**src/rtl/cq_access_scheduler.sv**
```systemverilog
// Circular-queue access scheduler: round-robin arbitration of two writers and one
// reader over a single-port memory. Optional overwrite-on-full via CQ_OVERWRITE_EN.
module cq_access_scheduler #(
  parameter int DW = 8,
  parameter int AW = 4
) (
  input  logic          clk,
  input  logic          rst,
  input  logic          p0_req,
  input  logic [DW-1:0] p0_data,
  output logic          p0_gnt,
  input  logic          p1_req,
  input  logic [DW-1:0] p1_data,
  output logic          p1_gnt,
  output logic          out_valid,
  output logic [DW-1:0] out_data,
  input  logic          out_ready,
  output logic          mem_en,
  output logic          mem_we,
  output logic [AW-1:0] mem_addr,
  output logic [DW-1:0] mem_wdata,
  input  logic [DW-1:0] mem_rdata,
`ifdef CQ_OVERWRITE_EN
  output logic          ovf,
`endif
  output logic          full,
  output logic          empty,
  output logic [AW:0]   count
);
  localparam int DEPTH = 1 << AW;

  typedef enum logic [1:0] {R_IDLE, R_WAIT, R_HOLD} rstate_t;
  typedef enum logic [1:0] {SRC_P0, SRC_P1, SRC_RD, SRC_NONE} src_t;

  rstate_t       state, state_nxt;
  src_t          rr_last, sel;
  logic [AW-1:0] head, tail;
  logic          wr_block, elig0, elig1, eligr, wr, rd;

  assign full  = (count == (AW+1)'(DEPTH));
  assign empty = (count == '0);

`ifdef CQ_OVERWRITE_EN
  assign wr_block = 1'b0;
`else
  assign wr_block = full;
`endif

  // Grants are gated by reset so nothing reaches memory while rst is low.
  assign elig0 = rst && p0_req && !wr_block;
  assign elig1 = rst && p1_req && !wr_block;
  assign eligr = rst && !empty && (state == R_IDLE);

  // Cyclic order P0 -> P1 -> RD, starting after the last winner.
  always_comb begin
    sel = SRC_NONE;
    case (rr_last)
      SRC_P0:  if (elig1) sel = SRC_P1; else if (eligr) sel = SRC_RD; else if (elig0) sel = SRC_P0;
      SRC_P1:  if (eligr) sel = SRC_RD; else if (elig0) sel = SRC_P0; else if (elig1) sel = SRC_P1;
      default: if (elig0) sel = SRC_P0; else if (elig1) sel = SRC_P1; else if (eligr) sel = SRC_RD;
    endcase
  end

  assign p0_gnt    = (sel == SRC_P0);
  assign p1_gnt    = (sel == SRC_P1);
  assign wr        = p0_gnt || p1_gnt;
  assign rd        = (sel == SRC_RD);
  assign mem_en    = wr || rd;
  assign mem_we    = wr;
  assign mem_addr  = rd ? head : tail;
  assign mem_wdata = p1_gnt ? p1_data : p0_data;

  always_ff @(posedge clk or negedge rst) begin
    if (!rst) begin
      head    <= '0;
      tail    <= '0;
      count   <= '0;
      rr_last <= SRC_RD;
    end else begin
      if (sel != SRC_NONE) rr_last <= sel;
      if (wr) begin
        tail <= tail + AW'(1);
`ifdef CQ_OVERWRITE_EN
        // Writing while full lands on the oldest slot; drop it by advancing head.
        if (full) head <= head + AW'(1);
        else      count <= count + (AW+1)'(1);
`else
        count <= count + (AW+1)'(1);
`endif
      end else if (rd) begin
        head  <= head + AW'(1);
        count <= count - (AW+1)'(1);
      end
    end
  end

`ifdef CQ_OVERWRITE_EN
  always_ff @(posedge clk or negedge rst) begin
    if (!rst)            ovf <= 1'b0;
    else if (wr && full) ovf <= 1'b1;
  end
`endif

  always_ff @(posedge clk or negedge rst) begin
    if (!rst) state <= R_IDLE;
    else      state <= state_nxt;
  end

  always_comb begin
    state_nxt = state;
    case (state)
      R_IDLE:  if (rd) state_nxt = R_WAIT;
      R_WAIT:  state_nxt = R_HOLD;
      R_HOLD:  if (out_ready) state_nxt = R_IDLE;
      default: state_nxt = R_IDLE;
    endcase
  end

  always_comb begin
    out_valid = (state == R_HOLD);
  end

  // Memory data arrives the cycle after the read grant, i.e. during R_WAIT.
  always_ff @(posedge clk or negedge rst) begin
    if (!rst)                 out_data <= '0;
    else if (state == R_WAIT) out_data <= mem_rdata;
  end
endmodule

```
**config.mk**
```make
export PLATFORM = sky130hd
export DESIGN_NAME = cq_access_scheduler
export DESIGN_NICKNAME = d
export VERILOG_FILES = /design/src/rtl/cq_access_scheduler.sv
export SDC_FILE = /design/constraint.sdc
export NUM_CORES = 1
export LEC_CHECK = 0
export ABC_AREA = 1
export CAP_MARGIN = 20
export CORE_ASPECT_RATIO = 1.4
export CORE_MARGIN = 2
export CORE_UTILIZATION = 43
export DETAILED_ROUTE_END_ITERATION = 10
export GPL_TIMING_DRIVEN = 0
export PLACE_DENSITY = 0.8
export SYNTH_ARGS = -nofsm -noshare
export SYNTH_HDL_FRONTEND = slang
export SYNTH_SLANG_ARGS = --single-unit
export TNS_END_PERCENT = 30
```
**constraint.sdc**
```tcl
create_clock -name clk -period 2.3 [get_ports clk]
set_input_delay 0.23 -clock clk [delete_from_list [all_inputs] [get_ports clk]]
set_output_delay 0.23 -clock clk [all_outputs]
set_load 0.02 [all_outputs]
```
==> results of run 1 <==
-- cells by family after synthesis --
family	synth area share, %
AO/OA/AOI/OAI	3.94
multiplexers	5.91
XOR/XNOR	5.17
adder cells (fa/ha/maj)	5.42
flip-flops	41.1
AND/OR/NAND/NOR	33.2
buffers and inverters	5.25
-- layout make-up --
| type | count | area, um2 |
|---|---|---|
| plain buffers | 1 | 11.3 |
| clock buffers | 3 | 41.3 |
| clock inverters | 1 | 8.76 |
| fillers | 267 | 1100 |
| inverters | 17 | 71.3 |
| multi-input cells | 123 | 841 |
| flip-flops and latches | 25 | 631 |
| well taps | 40 | 50.0 |
| repair buffers | 66 | 624 |
-- synth_stat cells (2+ instances only) --
cell type,instances
xnor2_1,4
mux2_2,8
o21ai_0,2
dfrtp_1,24
nand2_8,2
o21ai_2,3
nor2_1,3
a21oi_1,2
nand2_2,4
inv_2,3
xor2_1,5
ha_1,5
nand3_2,2
nand2_4,6
inv_1,13
nand2_1,58
nand3_1,10
-- repair_timing --
item                       in CTS  in global routing
resized for setup              40                 15
hold buffers                    2                  0
setup endpoints to repair      20                 14
buffers inserted                3                  0
hold endpoints to repair        7                  0
-- registers in the layout (all words and copies together), names as in the netlist --
register	count
out_data	8
count	5
head	4
tail	4
rr_last	2
state	2
-- power by group through the flow --
| stage | registers [mW] | clock network (mW) | logic [mW] |
|---|---|---|---|
| after detailed placement | 0.886 | 0 | 2.23 |
| after global routing | 0.899 | 0.304 | 2.46 |
| after global placement | 0.878 | 0 | 2.16 |
| after floorplan | 0.997 | 0 | 1.29 |
| after CTS | 0.859 | 0.289 | 2.25 |
| final | 0.867 | 0.279 | 2.23 |
-- how the worst max path moves through the flow --
stage	cells after the start	endpoint	start	slack, ps
final	13	mem_addr[0]	count[1]$_DFFE_PN0P_	-7
after global placement	10	mem_addr[0]	rst	-1320
after floorplan	14	count[4]$_DFFE_PN0P_	count[1]$_DFFE_PN0P_	60
after global routing	13	mem_addr[0]	count[1]$_DFFE_PN0P_	-120
after detailed placement	11	mem_addr[3]	rst	-860
after CTS	11	mem_addr[3]	count[1]$_DFFE_PN0P_	5
-- routing by layer --
| metal | global-route usage [%] | routed length, um |
|---|---|---|
| met3 | 2.41 | 178 |
| met5 | 0 | 0 |
| met4 | 6.67 | 48 |
| met1 | 20.9 | 1240 |
| met2 | 33.6 | 1800 |
==> qor.yml, run 1 <==
status: "finished with violations"
violations: "setup timing"
clk_latency_ps: 280
power.density_mw_per_mm2: 1480
syn_inst: 166
cts_tree: "yes"
switching_share_pct: 47.1
start_util_pct: 45.1
grt_use_total_pct: 18.3
cts_made_buffers: 3
grt-ovfl-total: 0
rows: 25
synth_top_area_share_pct: 39.4
final.setup.tns_ps: -11.0
drt_iter0_markers: 12
fin_crit_sh_pct: 100
total_power_mw: 3.38
cap_violations: 0
ant_nets: 0
cpPeakStageDelay_ps: 440
ff2ff_path_depth: 15
worstSetupStartpointType: "register"
die_h_um: 74.4
core_area_mm2: 0.00338
place_congestion: 0.755
post-synth-top-area-cell: "dfrtp_1"
hold_violations: 0
die_w_um: 54.3
grt_pass1_vias: 1357
critPathArrivalTime_ps: 2080
ir_worst_vdd_v: 0.000780
placedCellCount: 267
dp_hpwl_mm: 2.51
slew_headroom_pct: 49.0
synthTopCellsByArea: "dfrtp_1 39%, nand2_1 14%, mux2_2 5.9%"
clkSinkCount: 25
grt_pass1_wl_mm: 5.57
wl_mm: 3.27
dp_slack_ps: -856
first_pass_iters: 4
syn-num-nets: 201
end_kind: "output port"
diodes: 0
internal-power_mw: 1.79
post_drt_wl_per_cell_um: 11.8
via_count: 1322
cts.path.max_buffers: 2
drv_slew: 0
postPlaceCellArea_mm2: 0.00220
timing.rr.start: "count[1]$_DFFE_PN0P_"
via_per_inst: 4.79
utilization_pct: 67.4
crit_fanout: 10
power_frac_comb_pct: 66.1
layout_commonest_cell: "nand2_1"
fmax_ghz: 0.433
pwr-share-clk_pct: 8.3
cp_num_buf_inv: 3
critPathSlowestCell: "dfrtp_2"
synth_edf_count: 0
skew_ps: 9.30
final_area_mm2: 0.00228
ioPinCount: 61
cts_max_level: 1
synth_cell_types: 29
cpMostUsedCell: "nand2_4"
worstSetupPathType: "reg2out"
grt_max_degree: 18
setup-violations-final: 2
cts-root-buf: "clkbuf_8"
rsz0062_at_grt: "yes"
seq_power_share_pct: 25.7
tightest_slew_ps: 762
drc: 0
ys.flop_type: "dfrtp_1"
drive_gt1_share_pct: 26.3
antenna_found_initial: 0
whs_ps: 38.0
fp.dieArea_mm2: 0.00404
r2r-end: "count[4]$_DFFE_PN0P_"
nets: 272
area_growth_pct: 49.5
syn_area_mm2: 0.00152
power.leakage_nw: 1.11
ys.warnings.count: 0
instances_no_fill: 276
async_flop_share_pct: 100
clk_pin_slew_ps: 90
ys_ff_latch: 25
critical_path.top_delay_family: "simple AND/OR/NAND/NOR gates"
io_buffers: 60
worstPathRequired_ps: 2070
avgSynthCellArea_um2: 9.18
p_switching_mw: 1.59
fin_crit_ps: 2310
setup_ws_ps: -7.39
hp-class: "in2async"
crit_chain: "nor2_4 > nand3_4 > nand2_4 > nand2_2 > nand2_4 > nand2_4 > nand2_8 > inv_2 > nand2_4 > buf_6 > nand2_1 > o21ai_2 > clkdlybuf4s15_2"
yosysSeqAreaShare_pct: 41.1
r2r_slack_ps: 80
most-common-layout-cells: "58 x nand2_1, 44 x clkdlybuf4s50_1, 21 x dfrtp_1, 13 x inv_1, 9 x nand3_1"
No activity file was read; power rests on OpenSTA's default activity.
==> inputs of run 2 (changes only) <==
- PLACE_DENSITY: 0.8 -> 0.78
==> run 2 against run 1 <==
  * The flow now finishes without violations
  * Sequential share of layout area grew 0.14 points
  * First-iteration DRC count shrank 67%
  * Register-to-register slack gained 60 ps
  * Flip-flop and latch count is the same
  * Global-route usage shrank 0.11 points
==> qor.yml, run 2 (synthesized netlist as in run 1, its figures left out) <==
drv_slew: 0  # unchanged
top_register: "out_data"
end_kind: "output port"
start_util_pct: 45.1  # unchanged
diodes: 0  # unchanged
critPathSlowestCell: "dfrtp_2"
cp_num_buf_inv: 3  # unchanged
ir_worst_vdd_v: 0.000681  # -13%
most-common-layout-cells: "58 x nand2_1, 44 x clkdlybuf4s50_1, 21 x dfrtp_1, 13 x inv_1, 9 x nand3_1"
power.leakage_nw: 1.11  # +0.18%
crit_chain: "nor2_4 > nand3_4 > nand2_4 > nand2_2 > nand2_4 > nand2_4 > nand2_8 > inv_2 > nand2_4 > buf_6 > nand2_1 > nand2_1 > clkdlybuf4s15_2"
grt_use_met2_pct: 34.3  # +0.67 points
fmax_ghz: 0.444  # +2.3%
cpPeakStageDelay_ps: 430  # about the same
dp_hpwl_mm: 2.45  # -2.5%
final.setup.tns_ps: 0  # +11.0 ps
cts.path.max_buffers: 2  # unchanged
core_area_mm2: 0.00338  # unchanged
status: "complete, no violations"
die_h_um: 74.4  # unchanged
rsz0062_at_grt: "yes"
cts-root-buf: "clkbuf_8"
placedCellCount: 267  # unchanged
power.density_mw_per_mm2: 1470  # -0.92%
whs_ps: 38.6  # +0.628 ps
worstSetupStartpointType: "register"
use_met3_pct: 2.81  # +0.40 points
grt_pass1_wl_mm: 5.42  # -2.7%
antenna_found_initial: 0  # unchanged
setup-violations-final: 0  # -2
die_w_um: 54.3  # unchanged
largest_reg_flops: 8  # unchanged
via_per_inst: 4.64  # -3.1%
cpMostUsedCell: "nand2_4"
worstPathRequired_ps: 2070  # about the same
critical_path.top_delay_family: "simple AND/OR/NAND/NOR gates"
largest_registers: "out_data (8), count (5)"
crit_start: "count[1]$_DFFE_PN0P_"
area_growth_pct: 48.8
clk_pin_slew_ps: 90  # about the same
cap_violations: 0  # unchanged
drc: 0  # unchanged
rows: 25  # unchanged
critPathArrivalTime_ps: 2020  # -60 ps
wl_mm: 3.18  # -2.6%
met1_usage_pct: 19.6  # -1.2 points
grt-busiest-layer: "met2"
via_count: 1281  # -3.1%
drive_gt1_share_pct: 26.3  # unchanged
final_area_mm2: 0.00227  # -0.49%
crit_end: "mem_addr[1]"
io_buffers: 60  # unchanged
layout_commonest_cell: "nand2_1"
nets: 272  # unchanged
grt_use_total_pct: 18.2  # -0.11 points
cts_max_level: 1  # unchanged
hold_violations: 0  # unchanged
instances_no_fill: 276  # unchanged
ioPinCount: 61  # unchanged
fin_crit_ps: 2250  # -52.7 ps
ff2ff_path_depth: 15  # unchanged
hp-class: "in2async"
dp_slack_ps: -885  # -29.2 ps
place_congestion: 0.743  # -1.6%
fin_crit_sh_pct: 98.0  # -2.3 points
path_depth: 13  # unchanged
r2r-end: "count[4]$_DFFE_PN0P_"
slew_headroom_pct: 49.1  # +0.054 points
total_power_mw: 3.33  # -1.4%
worstSetupPathType: "reg2out"
postPlaceCellArea_mm2: 0.00220  # unchanged
first_pass_iters: 4  # unchanged
grt_pass1_vias: 1311  # -3.4%
ant_nets: 0  # unchanged
grt-ovfl-total: 0  # unchanged
cts_tree: "yes"
crit_fanout: 10  # unchanged
post_drt_wl_per_cell_um: 11.5  # -2.6%
skew_ps: 4.59  # -4.71 ps
setup_ws_ps: 45.3  # +52.7 ps
clkSinkCount: 25  # unchanged
grt_max_degree: 18  # unchanged
cts_made_buffers: 3  # unchanged
utilization_pct: 67.1  # -0.33 points
clk_latency_ps: 270  # about the same
r2r_slack_ps: 140  # +60 ps
drt_iter0_markers: 4  # -8
fp.dieArea_mm2: 0.00404  # unchanged
tightest_slew_ps: 761  # -0.812 ps
timing.rr.start: "count[1]$_DFFE_PN0P_"
==> run 2: changes by cell type in the layout (fill, tap and decap cells not counted), sizes merged <==
cell	delta
buf	+1
clkdlybuf4s15	-2
dlygate4sd2	+1
==> run 2: repair_timing <==
item	4_1_cts	5_1_grt
gates resized for setup	41	13
setup buffers	3	0
endpoints found under the hold margin	7	0
gates cloned	0	0
hold buffers	2	0
endpoints found under the setup margin	20	13
==> run 2: layer usage <==
layer	part of all wire [%]	vias up
li1	-	662
met1	39	574
met2	55	43
met3	5.0	2
met4	1.1	0
met5	0	-
==> run 2: how the worst min path moves through the flow <==
| stage | start | endpoint | slack (ps) | cells past startpoint |
|---|---|---|---|---|
| 3_5_place_dp | tail[3]$_DFFE_PN0N_ | tail[3]$_DFFE_PN0N_ | 470 | 1 |
| 3_3_place_gp | tail[3]$_DFFE_PN0N_ | tail[3]$_DFFE_PN0N_ | 460 | 1 |
| 6_report | rst | rr_last[1]$_DFFE_PN1P_ | 40 | 2 |
| 4_1_cts | rst | rr_last[1]$_DFFE_PN1P_ | 30 | 2 |
| 2_1_floorplan | rst | count[0]$_DFFE_PN0P_ | -70 | 0 |
| 5_1_grt | rst | rr_last[1]$_DFFE_PN1P_ | 50 | 2 |
==> run 2: final cells by class <==
cell class | instances | area [um2]
Buffer | 1 | 11.3
Clock buffer | 3 | 41.3
Clock inverter | 1 | 8.76
Fill cell | 271 | 1110
Inverter | 17 | 71.3
Multi-Input combinational cell | 123 | 840
Sequential cell | 25 | 631
Tap cell | 40 | 50.0
Timing Repair Buffer | 66 | 614
==> run 2: worst register-to-register path, delay by kind of cell, from the launching register on <==
kind / cells / cell delay (ps)
compound gates: 2 / 350
flops: 1 / 430
fa+ha+maj: 1 / 270
simple gates: 10 / 830
buf+inv: 2 / 170
==> run 2: power by group <==
part	leakage (nW)	internal, mW	switching (mW)
Clock	0.0261	0.127	0.145
Sequential	0.295	0.680	0.188
Combinational	0.787	0.968	1.23
==> inputs of run 3 (changes only) <==
- CORE_UTILIZATION: 43 -> 46
- PLACE_DENSITY: 0.78 -> 0.82
- clock period: 2.3 -> 2.65 ns (I/O delays scaled with it)
==> run 3 against run 2 <==
  * Highest routed layer unchanged
  * Sequential power is 12% lower
  * Hold slack gained 8.9 ps
  * Non-clock buffer count is 4 lower
  * Cell area decreased by 0.44%
  * Utilization is 4.5 points higher
  * Largest cell class unchanged
  * Global-route usage rose by 1.2 points
  * Critical path depth fell by 2
  * Total power shrank 15%
  * Flip-flop and latch count unchanged
==> qor.yml, run 3 (synthesized netlist as in run 1, its figures left out) <==
crit_start: "count[1]$_DFFE_PN0P_"
ant_nets: 0  # unchanged
io_buffers: 60  # unchanged
dp_hpwl_mm: 2.54  # +4.0%
crit_chain: "nor2_4 > nand3_2 > nand3_1 > nand2_4 > nand2_8 > clkinv_4 > nand2_4 > buf_6 > nand2_1 > o21ai_2 > dlygate4sd2_1"
critical_path.top_delay_family: "simple AND/OR/NAND/NOR gates"
largest_registers: "out_data (8), count (5)"
instances_no_fill: 271  # -1.8%
tightest_slew_ps: 339  # -422 ps
via_count: 1299  # +1.4%
fmax_ghz: 0.404
grt_pass1_wl_mm: 5.59  # +3.2%
status: "complete, no violations"
largest_reg_flops: 8  # unchanged
worstPathRequired_ps: 2380  # +310 ps
hold_violations: 0  # unchanged
power.density_mw_per_mm2: 1260  # -14%
grt_pass1_vias: 1329  # +1.4%
postPlaceCellArea_mm2: 0.00220  # about the same
layout_commonest_cell: "nand2_1"
die_h_um: 72.1  # -3.1%
final.setup.tns_ps: 0  # unchanged
start_util_pct: 48.3  # +3.2 points
drc: 0  # unchanged
cts_made_buffers: 3  # unchanged
post_drt_wl_per_cell_um: 11.7  # +1.7%
cpPeakStageDelay_ps: 470  # +40 ps
fp.dieArea_mm2: 0.00380  # -6.1%
place_congestion: 0.748  # +0.59%
cts_tree: "yes"
crit_fanout: 11  # +1
clk_pin_slew_ps: 80  # about the same
final_area_mm2: 0.00226  # -0.44%
ioPinCount: 61  # unchanged
wl_mm: 3.18  # -0.19%
fin_crit_sh_pct: 93.5
via_per_inst: 4.79  # +3.3%
cts.path.max_buffers: 2  # unchanged
cpMostUsedCell: "nand2_4"
cts-root-buf: "clkbuf_8"
cp_num_buf_inv: 3  # unchanged
placedCellCount: 266  # -0.37%
slew_headroom_pct: 77.3  # +28 points
rsz0062_at_grt: "no"
area_growth_pct: 48.1
nets: 268  # -1.5%
drive_gt1_share_pct: 18.1  # -8.2 points
first_pass_iters: 2  # -2
skew_ps: 2.34  # -2.25 ps
worstSetupPathType: "reg2out"
cap_violations: 0  # unchanged
clk_latency_ps: 260  # about the same
cts_max_level: 1  # unchanged
end_kind: "output port"
critPathSlowestCell: "dfrtp_1"
clkSinkCount: 25  # unchanged
most-common-layout-cells: "58 x nand2_1, 44 x clkdlybuf4s50_1, 23 x dfrtp_1, 13 x inv_1, 11 x dlygate4sd2_1"
rows: 24  # -4.0%
power.leakage_nw: 1.13  # +1.8%
fin_crit_ps: 2480
grt_use_total_pct: 19.4  # +1.2 points
diodes: 0  # unchanged
grt-ovfl-total: 0  # unchanged
worstSetupStartpointType: "register"
timing.rr.start: "count[1]$_DFFE_PN0P_"
grt_max_degree: 22  # +4
top_register: "out_data"
ir_worst_vdd_v: 0.000681  # about the same
core_area_mm2: 0.00315  # -6.7%
antenna_found_initial: 0  # unchanged
hp-class: "in2async"
setup-violations-final: 0  # unchanged
drv_slew: 0  # unchanged
drt_iter0_markers: 5  # +1
die_w_um: 52.6  # -3.1%
critPathArrivalTime_ps: 2210  # +190 ps
run 3: changes by cell type in the layout (fill, tap and decap cells not counted), moves of 3 or more:
cell            previous run  this run
dlygate4sd2_1              3        11
clkbuf_2                   8         0
buf_2                      3         0
buf_4                      3         0
dlymetal6s2s_1             0         3
run 3: final cells by class:
class	count	area, um2
multi-input cells	123	822
repair buffers	62	633
flip-flops and latches	25	628
plain buffers	1	11.3
well taps	39	48.8
fillers	245	896
inverters	17	68.8
clock buffers	4	45.0
run 3: per-layer routing:
layer	up-vias	routed length [um]	share of wire [%]	GRT usage, %
met5	-	0	0	0
met4	0	49	1.5	6.84
met3	5	141	4.4	2.47
met2	43	1790	56	35.4
met1	595	1200	38	22.5
li1	656	-	-	-
run 3: repair_timing:
| action | in CTS | in global routing |
|---|---|---|
| resized for setup | 17 | 4 |
| gates cloned | 0 | 0 |
| hold endpoints to repair | 7 | 0 |
| setup endpoints to repair | 17 | 4 |
| pin swaps | 0 | 0 |
| setup buffers | 0 | 0 |
| hold buffers | 1 | 0 |
run 3: path summary, 6_finish.rpt:
path	endpoint	slack, ps	cells past startpoint
max	mem_addr[3]	170	11
min	out_data[2]$_DFFE_PN0N_	50	2
max reg2reg	count[4]$_DFFE_PN0P_	320	14
min reg2reg	tail[3]$_DFFE_PN0N_	480	1
max in group asynchronous	tail[0]$_DFFE_PN0N_	1820	2
min in group clk	tail[3]$_DFFE_PN0N_	480	1
run 3: report_power, final:
group          total (mW)  switching (mW)  internal (mW)
Combinational        1.85            1.03          0.821
Clock               0.219           0.111          0.107
Sequential          0.767           0.180          0.587
run 3: stage by stage:
stage	total power [mW]	setup WS [ps]	hold WS (ps)	utilization, %
2_1_floorplan	1.98	412	-30.6	-
3_3_place_gp	2.63	-1020	462	68.9
3_5_place_dp	2.70	-608	474	69.8
4_1_cts	2.87	46.4	48.1	71.3
5_1_grt	3.07	22.1	43.5	71.6
6_report	2.84	172	47.5	71.6
